<file path="config.mk">
export PLATFORM = sky130hd
export DESIGN_NAME = intpol2_d4_out_wr
export DESIGN_NICKNAME = d
export VERILOG_FILES = /design/src/rtl/intpol2_d4_out_wr.sv
export SDC_FILE = /design/constraint.sdc
export NUM_CORES = 1
export LEC_CHECK = 0
export CELL_PAD_IN_SITES_DETAIL_PLACEMENT = 1
export CELL_PAD_IN_SITES_GLOBAL_PLACEMENT = 1
export CORE_MARGIN = 2
export CORE_UTILIZATION = 51
export CTS_CLUSTER_SIZE = 16
export DETAILED_ROUTE_END_ITERATION = 10
export DONT_BUFFER_PORTS = 1
export PLACE_DENSITY_LB_ADDON = 0.1
export SLEW_MARGIN = 20
export SYNTH_ARGS = -nofsm -noshare
export SYNTH_HDL_FRONTEND = slang
export SYNTH_SLANG_ARGS = --single-unit
</file>
<file path="constraint.sdc">
create_clock -name clk -period 6.99 [get_ports clk]
set_clock_uncertainty 0.05 [all_clocks]
set_input_delay 1.398 -clock clk [delete_from_list [all_inputs] [get_ports clk]]
set_output_delay 1.398 -clock clk [all_outputs]
set_load 0.005 [all_outputs]
</file>
<file path="src/rtl/intpol2_d4_out_wr.sv">
// Output-side write controller for the degree-2 x4 interpolator: buffers accepted
// samples in a small skid FIFO and drains them as addressed write strobes.
module intpol2_d4_out_wr #(
  parameter int unsigned DATA_WIDTH = 32,
  parameter int unsigned ADDR_WIDTH = 16,
  parameter int unsigned DEPTH      = 4
) (
  input  logic                  clk,
  input  logic                  rst,
  input  logic                  clear,
  input  logic                  start,
  input  logic [DATA_WIDTH:0]   ilen,
  input  logic                  in_valid,
  input  logic [DATA_WIDTH-1:0] in_data,
  output logic                  in_ready,
  input  logic                  Full,
  output logic                  Write_Enable,
  output logic [DATA_WIDTH-1:0] wr_data,
  output logic [ADDR_WIDTH-1:0] wr_addr,
  output logic                  busy,
  output logic                  done
);

  localparam int unsigned TOT_W = DATA_WIDTH + 3;
  localparam int unsigned PTR_W = $clog2(DEPTH);
  localparam int unsigned CNT_W = $clog2(DEPTH + 1);

  typedef enum logic [1:0] {IDLE, RUN, DRAIN, DONE} state_t;

  state_t                state, state_nxt;
  logic [TOT_W-1:0]      total, acc_cnt, wr_cnt;
  logic [DATA_WIDTH-1:0] mem [DEPTH];
  logic [PTR_W-1:0]      rd_ptr, wr_ptr;
  logic [CNT_W-1:0]      count;
  logic                  push, pop, start_run;

  // Full check uses pre-pop occupancy; in_ready is decoded from registered state.
  assign in_ready  = (state == RUN) && (count < CNT_W'(DEPTH)) && (acc_cnt < total);
  assign push      = in_valid && in_ready;
  assign pop       = (count != '0) && !Full;
  assign start_run = (state == IDLE) && start && (ilen != '0);

  always_comb begin
    state_nxt = state;
    case (state)
      IDLE:    if (start) state_nxt = (ilen == '0) ? DONE : RUN;
      RUN:     if (push && ((acc_cnt + TOT_W'(1)) == total)) state_nxt = DRAIN;
      DRAIN:   if ((wr_cnt == total) && (count == '0)) state_nxt = DONE;
      DONE:    state_nxt = IDLE;
      default: state_nxt = IDLE;
    endcase
  end

  // busy/done registered from the next state so they line up with the state register.
  always_ff @(posedge clk or posedge rst) begin
    if (rst) begin
      state <= IDLE;
      busy  <= 1'b0;
      done  <= 1'b0;
    end else if (clear) begin
      state <= IDLE;
      busy  <= 1'b0;
      done  <= 1'b0;
    end else begin
      state <= state_nxt;
      busy  <= (state_nxt == RUN) || (state_nxt == DRAIN);
      done  <= (state_nxt == DONE);
    end
  end

  always_ff @(posedge clk or posedge rst) begin
    if (rst) begin
      total   <= '0;
      acc_cnt <= '0;
      wr_cnt  <= '0;
    end else if (clear) begin
      total   <= '0;
      acc_cnt <= '0;
      wr_cnt  <= '0;
    end else if (state == IDLE && start) begin
      total   <= TOT_W'(ilen) << 2;
      acc_cnt <= '0;
      wr_cnt  <= '0;
    end else begin
      if (push) acc_cnt <= acc_cnt + TOT_W'(1);
      if (pop)  wr_cnt  <= wr_cnt + TOT_W'(1);
    end
  end

  always_ff @(posedge clk or posedge rst) begin
    if (rst) begin
      rd_ptr <= '0;
      wr_ptr <= '0;
      count  <= '0;
    end else if (clear) begin
      rd_ptr <= '0;
      wr_ptr <= '0;
      count  <= '0;
    end else begin
      if (push) wr_ptr <= wr_ptr + PTR_W'(1);
      if (pop)  rd_ptr <= rd_ptr + PTR_W'(1);
      case ({push, pop})
        2'b10:   count <= count + CNT_W'(1);
        2'b01:   count <= count - CNT_W'(1);
        default: count <= count;
      endcase
    end
  end

  always_ff @(posedge clk) begin
    if (push) mem[wr_ptr] <= in_data;
  end

  // Write address is the running write count, wrapping at 2^ADDR_WIDTH.
  always_ff @(posedge clk or posedge rst) begin
    if (rst) begin
      Write_Enable <= 1'b0;
      wr_data      <= '0;
      wr_addr      <= '0;
    end else if (clear) begin
      Write_Enable <= 1'b0;
      wr_data      <= '0;
      wr_addr      <= '0;
    end else begin
      Write_Enable <= pop;
      if (pop) begin
        wr_data <= mem[rd_ptr];
        wr_addr <= ADDR_WIDTH'(wr_cnt);
      end else if (start_run) begin
        wr_addr <= '0;
      end
    end
  end

endmodule

</file>
After elaboration in Yosys (flattened, before gate mapping)

Memories as Yosys holds them, arrays and structs flattened.
Index checks and enable logic that the tools add are counted.
W data, S select, Z words.

Flip-flop bits (word level): 165
Bits in latches: 0
Memory bits (writable): 128
ROM bits: 0
Bits of input ports: 71
Output and inout bits: 52
Word-level logic and storage cells: 83
Memories: 1

Memories:

| name | words | bits a word | read ports | clocked after Yosys merged registers in | wr ports | RTL line | text |
|---|---|---|---|---|---|---|---|
| mem  | 4     | 32          | 1          | 0                                       | 1        | 32       | `logic [DATA_WIDTH-1:0] mem [DEPTH];` |

Add/subtract/negate cells: 6
Multiply operators: 0
Div/mod/pow operators: 0
Order comparisons: 2
Equality and inequality tests: 10
Shifts and indexed selects: 0
Muxes and demuxes: 30
Bitwise operators: 0
Reduce and logical (&&, ||, !) cells: 22

Operators with widths:

| operator                | count |
|---|---|
| $mux W35                | 8 |
| $add A35 B1 Y35 const B | 2 |
| $eq A35 B35 Y1          | 2 |
| $mux W32                | 2 |
| $mux W16                | 3 |
| $lt A35 B35 Y1          | 1 |
| $logic_not A33 Y1       | 1 |
| $reduce_bool A33 Y1     | 1 |
| $mux W2                 | 9 |
| $reduce_bool A3 Y1      | 5 |
| $eq A2 B2 Y1 const B    | 5 |
| $logic_and A1 B1 Y1     | 8 |
| $pmux W2 S4             | 1 |
| $eq A2 B1 Y1 const B    | 3 |
| $pmux W3 S2             | 1 |
| $reduce_bool A2 Y1      | 3 |
| $mux W1                 | 5 |
| $add A2 B1 Y2 const B   | 2 |
| $add A3 B1 Y3 const B   | 1 |
| $logic_not A3 Y1        | 1 |
| $lt A3 B3 Y1 const B    | 1 |
| $mux W3                 | 1 |
| $sub A3 B1 Y3 const B   | 1 |
| $logic_not A2 Y1        | 1 |
| other kinds (2)         | 2 |

Longest topological paths before layout

Gate-level depths: netlist of run 1.

Depth in word-level cells: 10
Depth in mapped cells: 14
Gate-level depth less buffers: 12

Least setup slack after synthesis of run 1

Ideal clock, no wire load.

Path type: reg2reg
Start point: register acc_cnt[0]
End point: register busy
Data arrival time: 3.558 ns
Data required time: 6.808 ns
Setup slack: 3.250 ns
Stages on the path, launching flop included: 14
Path buffers: 2
Period minus slack after synthesis: 3.740 ns
Cells stage by stage: dfrtp_1 -> ha_1 -> buf_4 -> nand3_2 -> or4_1 -> or4_4 -> buf_6 -> mux2_4 -> o31a_1 -> o2111ai_1 -> or4_1 -> and2_1 -> ha_1 -> nor2b_1

Word-level cells in the longest chain between the ends: 9

Ends and longest elaborated chain:

| what                                                                    | RTL line | text |
|---|---|---|
| from (decl)                                                             | 31       | `logic [TOT_W-1:0] total, acc_cnt, wr_cnt;` |
| from (signal assigned)                                                  | 85       | `if (push) acc_cnt <= acc_cnt + TOT_W'(1);` |
| parallel branches: the longest is 3 deep, another holds $add A35 B1 Y35 | --       |  |
| $logic_and A1 B1 Y1 (*)                                                 | 47       | `RUN: if (push && ((acc_cnt + TOT_W'(1)) == total)) state_nxt = DRAIN;` |
| $mux W2 (*)                                                             | 47       |  |
| $pmux W2 S4 (*)                                                         | 45       | `case (state)` |
| $eq A2 B1 Y1 / $eq A2 B2 Y1 (equally long branches)                     | 66       | `busy <= (state_nxt == RUN) \|\| (state_nxt == DRAIN);` |
| $logic_or A1 B1 Y1 (*)                                                  | 66       |  |
| $mux W1 (*)                                                             | 60       | `end else if (clear) begin` |
| to (signal assigned)                                                    | 66       |  |
| to (decl)                                                               | 20       | `output logic busy,` |

Every way passes the cells marked *.
A chain may end at the register's enable or synchronous reset.

Final worst setup path of run 1

Start point: register total[32]
End point: output port in_ready

Word-level cells in the longest chain between the ends: 2

Ends and longest elaborated chain:

| what                   | RTL line | text |
|---|---|---|
| from (decl)            | 31       |  |
| from (signal assigned) | 81       | `total <= TOT_W'(ilen) << 2;` |
| $lt A35 B35 Y1         | 38       | `assign in_ready = (state == RUN) && (count < CNT_W'(DEPTH)) && (acc_cnt < total);` |
| $logic_and A1 B1 Y1    | 38       |  |
| to (decl)              | 15       | `output logic in_ready,` |

Every way passes these cells.

==> flow_summary_export.csv, run 1 <==
group,metric,value,unit
worst_hold_path,hold_path_class,"reg -> reg",
final_layout,ff_latch_area,7924,sq um
timing,finalCritPeriodShare,63.56,%
route,dr.pass1.iters,5,
global_routing,grt_start_max_net_pins,85,
logic_synthesis,synth_top_area_share,28.36,%
floorplan,die_w,171.9,um
timing,slew_viol_final,0,
power,power.density,272.0,nW/um^2
clock_network,cts_resized,0,
global_routing,grt_pass1_vias,10800,
setup_path,critPathBufInv,1,
power,leakagePower,5.981,nW
final_layout,fillers,2918,
clock_network,insertion_delay,0.58,ns
final_layout,drive_gt1_share,9.404,%
timing,max_slew_margin,34.35,%
setup_path,endpoint_kind,"output port",
logic_synthesis,synth_common_cells,"nand2_1, dfrtp_1, edfxtp_1",
final_layout,fin_cells,1687,
global_routing,met2_usage,46.83,%
timing,rsz0062_at_grt,"false",
route,drt_iter0_markers,706,
floorplan,initial_core_util,51.78,%
setup_path,critPathLaunchType,"register",
floorplan,num_rows,61,
timing,setup_viol,0,
logic_synthesis,ys_ff_latch,291,
setup_path,crit_chain,"inv_1, ha_1, nand4_1, nor4_1, o21ai_0, a31o_2, and4_1",
floorplan,coreArea,27780,sq um
floorplan,fp.dieH,171.9,um
run,drv_cap,0,
logic_synthesis,netlist_area,14390,sq um
setup_path,cp_slowest_cell,"nor4_1",
final_layout,fin_nets,1399,
power,ir_worst_vdd,0.0002535,V
route,wl_per_cell,23.37,um
route,drc,0,
final_layout,area_growth,9.742,%
logic_synthesis,yosysTopAreaCell,"dfrtp_1",
route,postRouteAntennaNets,0,
global_routing,grt_pass1_wl,61.29,mm
logic_synthesis,avgSynthCellArea,10.99,sq um
setup_path,worst_ep_arrival_time,2.99,ns
clock_network,ctsHoldBuffers,0,
global_routing,globalRouteOverflowTotal,0,
clock_network,clockRootBuffer,"clkbuf_16",
clock_network,clock_sinks,291,
global_routing,busiest_layer,"met2",
status,status,"finished clean",
timing,fmax,0.2251,GHz
final_layout,multi_input_area,5998,sq um
clock_network,cts_buffers,31,
place,routabilityCongestion,0.9137,
floorplan,io_pins,123,
floorplan,dieArea,29570,sq um
timing,tightest_slew,0.9794,ns
route,vias,10150,
setup_path,cpPeakStageDelay,0.57,ns
logic_synthesis,synthDistinctLibCells,64,
logic_synthesis,yosysMostFrequentCell,"nand2_1",
timing,period_needed,4.443,ns
global_routing,grt_util_met1,34.38,%
global_routing,antenna_found_initial,1,
logic_synthesis,ys_warn_count,0,
logic_synthesis,syn-num-nets,1422,
logic_synthesis,async_flop_share,56.01,%
timing,hold_viol_final,0,
logic_synthesis,ys_dominant_reg_cell,"dfrtp_1",
route,routed_wl,39.42,mm
clock_network,clk_pin_slew,0.06,ns
clock_network,clock_path_buffers,3,
route,via_per_inst,6.014,
setup_path,crit_required,5.54,ns
setup_path,path_max_fanout,9,
logic_synthesis,netlist_top_cells_area,"dfrtp_1, edfxtp_1, nand2_1",
logic_synthesis,seq_area_frac_synth,55.08,%
logic_synthesis,synth-edff-count,128,
clock_network,cts_tree,"built",
clock_network,postCtsSetupBuffers,0,
place,dp_hpwl,26.67,mm
timing,setup-tns-final,0,ns
global_routing,use_met3,6.226,%
logic_synthesis,syn_inst,1309,
setup_path,path_class,"reg -> out",
place,numPortBuffers,0,
place,dp.cells,1631,
clock_network,h-tree-depth,1,
global_routing,track_usage,27.25,%
setup_path,critical-path-top-delay-family,"simple AND/OR/NAND/NOR gates",
-- report_power, final --
part           internal (mW)  leakage (nW)  total (mW)  switching, mW
registers               1.88          3.40        1.97         0.0898
clock network           1.02         0.527        1.71          0.695
logic                  0.230          2.05       0.613          0.383
-- per-layer routing --
metal / vias to the layer above / part of all wire (%)
met5: - / 0
met4: 0 / 3.0
met3: 77 / 6.5
met2: 275 / 50
met1: 5147 / 41
li1: 4647 / -
-- state kept, by name (all words and copies together) (netlist names) --
register and flops:
mem 128, acc_cnt 35, wr_cnt 35, total 33, wr_data 32, wr_addr 16, count 3, rd_ptr 2
state 2, wr_ptr 2, Write_Enable 1, busy 1, done 1
-- per-stage QoR --
step	power, mW	hold WS (ns)	setup WS [ns]	util, %	area, sq um
final	4.294	0.4745	2.547	56.82	15790
after global routing	4.462	0.4907	2.398	56.82	15790
after CTS	4.338	0.4795	2.636	56.81	15780
after detailed placement	2.610	0.4660	2.807	52.95	14710
after global placement	2.586	0.4616	2.960	52.95	14710
after floorplan	2.416	0.4397	1.137	-	14390
-- cells by family after synthesis --
kind of cell	Yosys count	share of synthesized area, %
multiplexers	35	5.254
buffers and inverters	121	3.366
AO/OA/AOI/OAI	228	9.524
adder cells (fa/ha/maj)	42	3.705
flip-flops	291	55.08
AND/OR/NAND/NOR	475	15.95
XOR/XNOR	117	7.124
-- cells in the final DEF, fill, tap and decap left out, drive strengths merged, types with 7 or more instances in the layout --
| cell | synthesis | layout |
|---|---|---|
| nand4 | 30 | 30 |
| nor2 | 78 | 78 |
| o31ai | 15 | 15 |
| edfxtp | 128 | 128 |
| a21oi | 102 | 102 |
| nand2 | 202 | 202 |
| and4 | 11 | 11 |
| inv | 47 | 49 |
| ha | 41 | 41 |
| and2 | 7 | 7 |
| dfrtp | 163 | 163 |
| nor3 | 27 | 27 |
| xor2 | 47 | 47 |
| nor2b | 7 | 7 |
| and3 | 15 | 15 |
| xnor2 | 70 | 70 |
| or4 | 13 | 13 |
| nand3 | 32 | 32 |
| buf | 22 | 18 |
| or3 | 15 | 15 |
| o21ai | 53 | 53 |
| mux4 | 32 | 32 |
| clkinv | 0 | 9 |
| nor4 | 24 | 24 |
| clkbuf | 52 | 38 |
| a22o | 18 | 18 |
| o211ai | 7 | 7 |
-- area by class of cell --
type	instances	area share, %
clock buffer	38	5.397
inverter	47	1.149
clock inverter	17	1.395
timing repair buffer	18	0.8560
multi-input combinational	897	38.00
antenna	1	0.01585
sequential	291	50.19
tap	378	2.996
-- final timing paths --
| check | from | endpoint | slack, ns | cells after the start |
|---|---|---|---|---|
| worst max-delay path | total[32] | in_ready | 2.55 | 7 |
| worst min-delay path | wr_addr[3] | wr_addr[3] | 0.47 | 1 |
| worst max register to register | acc_cnt[0] | busy | 2.78 | 11 |
| worst min register to register | wr_addr[3] | wr_addr[3] | 0.47 | 1 |
| max in group asynchronous | rst | wr_cnt[18] | 5.00 | 2 |
| min in group asynchronous | rst | wr_data[4] | 0.74 | 1 |
Power figures use the tool's default switching activity.
==> inputs of run 2 (changes only) <==
clock period = 4.1 ns   (was 6.99 ns; I/O delays follow)
==> flow_summary_export.csv, run 2 (synthesis gave the netlist of run 1 again) <==
group,metric,value,unit
status,status,"finished clean",
route,wl_per_cell,24.18,um
timing,period_needed,4.007,ns
global_routing,globalRouteOverflowTotal,0,
setup_path,path_max_fanout,9,
global_routing,antenna_found_initial,0,
setup_path,crit_required,3.23,ns
floorplan,num_rows,61,
final_layout,drive_gt1_share,11.34,%
route,postRouteAntennaNets,0,
floorplan,initial_core_util,51.78,%
global_routing,track_usage,28.57,%
final_layout,regMostFlops,"mem",
place,routabilityCongestion,0.9374,
clock_network,clockRootBuffer,"clkbuf_16",
route,dr.pass1.iters,5,
route,drc,0,
clock_network,clock_sinks,291,
final_layout,area_growth,11.52,%
floorplan,coreArea,27780,sq um
place,numPortBuffers,0,
worst_hold_path,hold_path_class,"in -> async",
clock_network,postCtsSetupBuffers,0,
timing,slew_viol_final,0,
final_layout,fin_nets,1430,
clock_network,clock_path_buffers,3,
clock_network,h-tree-depth,1,
place,place_area,14980,sq um
final_layout,antenna_cells,0,
final_layout,final_cell_mix,"nand2_1, dfrtp_1, edfxtp_1",
route,routed_wl,41.54,mm
final_layout,final_common_cell,"nand2_1",
final_layout,biggestRegsByFlops,"mem x128, acc_cnt x35, wr_cnt x35",
route,drt_iter0_markers,862,
timing,rsz0062_at_grt,"false",
floorplan,dieArea,29570,sq um
setup_path,crit_chain,"inv_1, ha_1, nand4_1, nor4_1, o21ai_0, a31o_2, and4_1",
route,via_per_inst,6.056,
clock_network,insertion_delay,0.58,ns
place,dp_hpwl,28.75,mm
clock_network,cts_tree,"built",
timing,fin_ws,0.09330,ns
final_layout,largest_register_ffs,128,
place,dp.cells,1662,
timing,setup-tns-final,0,ns
setup_path,cpPeakStageDelay,0.65,ns
floorplan,die_w,171.9,um
setup_path,cp_slowest_cell,"nor4_1",
global_routing,grt_start_max_net_pins,114,
run,drv_cap,0,
floorplan,fp.dieH,171.9,um
timing,finalCritPeriodShare,97.72,%
power,leakagePower,6.156,nW
power,fin_total_pwr,7.354,mW
route,vias,10410,
timing,setup_viol,0,
global_routing,grt_pass1_vias,10970,
setup_path,worst_ep_arrival_time,3.14,ns
global_routing,grt_pass1_wl,63.94,mm
clock_network,clk_pin_slew,0.07,ns
power,ir_worst_vdd,0.0004344,V
setup_path,endpoint_kind,"output port",
timing,hold_ws,0.03716,ns
setup_path,critPathLaunchType,"register",
setup_path,path_class,"reg -> out",
clock_network,cts_buffers,31,
timing,max_slew_margin,43.96,%
final_layout,fin_cells,1718,
clock_network,ctsHoldBuffers,0,
timing,hold_viol_final,0,
power,power.density,458.4,nW/um^2
place,place_ws,0.2847,ns
timing,fmax,0.2496,GHz
final_layout,finish.utilization,57.75,%
floorplan,io_pins,123,
timing,tightest_slew,0.8407,ns
final_layout,stdcell_area,16040,sq um
clock_network,cts_resized,0,
[run 2: cell types whose count changed in the layout (fill, tap and decap cells not counted), sizes merged]
cell	before	now
bufinv	4	5
clkbuf	38	35
buf	18	49
inv	49	48
clkinv	9	13
diode	1	0
[run 2: power by group]
part | internal, mW | leakage [nW] | total, mW | switching [mW]
clock | 1.74 | 0.528 | 2.93 | 1.19
sequential | 3.20 | 3.40 | 3.39 | 0.189
combinational | 0.398 | 2.22 | 1.03 | 0.632
[run 2: critical path, delay by kind of cell, from the launching register on]
kind            cells  cell delay, ns
compound gates      2            0.55
fa+ha+maj           1            0.34
buf+inv             1            0.08
flops               1            0.49
simple gates        3            1.11
[run 2: worst paths after layout]
check / slack (ns) / to / cells after the start / start
setup / recovery: 0.09 / in_ready / 7 / total[30]
hold reg to reg: 0.48 / wr_addr[10] / 1 / wr_addr[10]
hold / removal: 0.04 / acc_cnt[22] / 1 / rst
setup reg to reg: 0.28 / busy / 11 / acc_cnt[0]
max in group asynchronous: 3.00 / wr_addr[0] / 2 / rst
min in group clk: 0.25 / total[4] / 1 / clear
[run 2: final cells by class]
| type | count | area, sq um |
|---|---|---|
| clock buffers | 35 | 810.8 |
| well taps | 378 | 473.0 |
| multi-input cells | 897 | 5998 |
| clock inverters | 21 | 251.5 |
| repair buffers | 49 | 405.4 |
| fillers | 2938 | 11740 |
| inverters | 47 | 180.2 |
| flip-flops and latches | 291 | 7924 |
[run 2: layer usage]
metal	global-route usage, %	vias to the layer above	share of wire, %
li1	-	4715	-
met1	37.15	5312	42
met2	47.83	294	48
met3	5.104	84	5.8
met4	11.22	0	4.0
met5	0	-	0
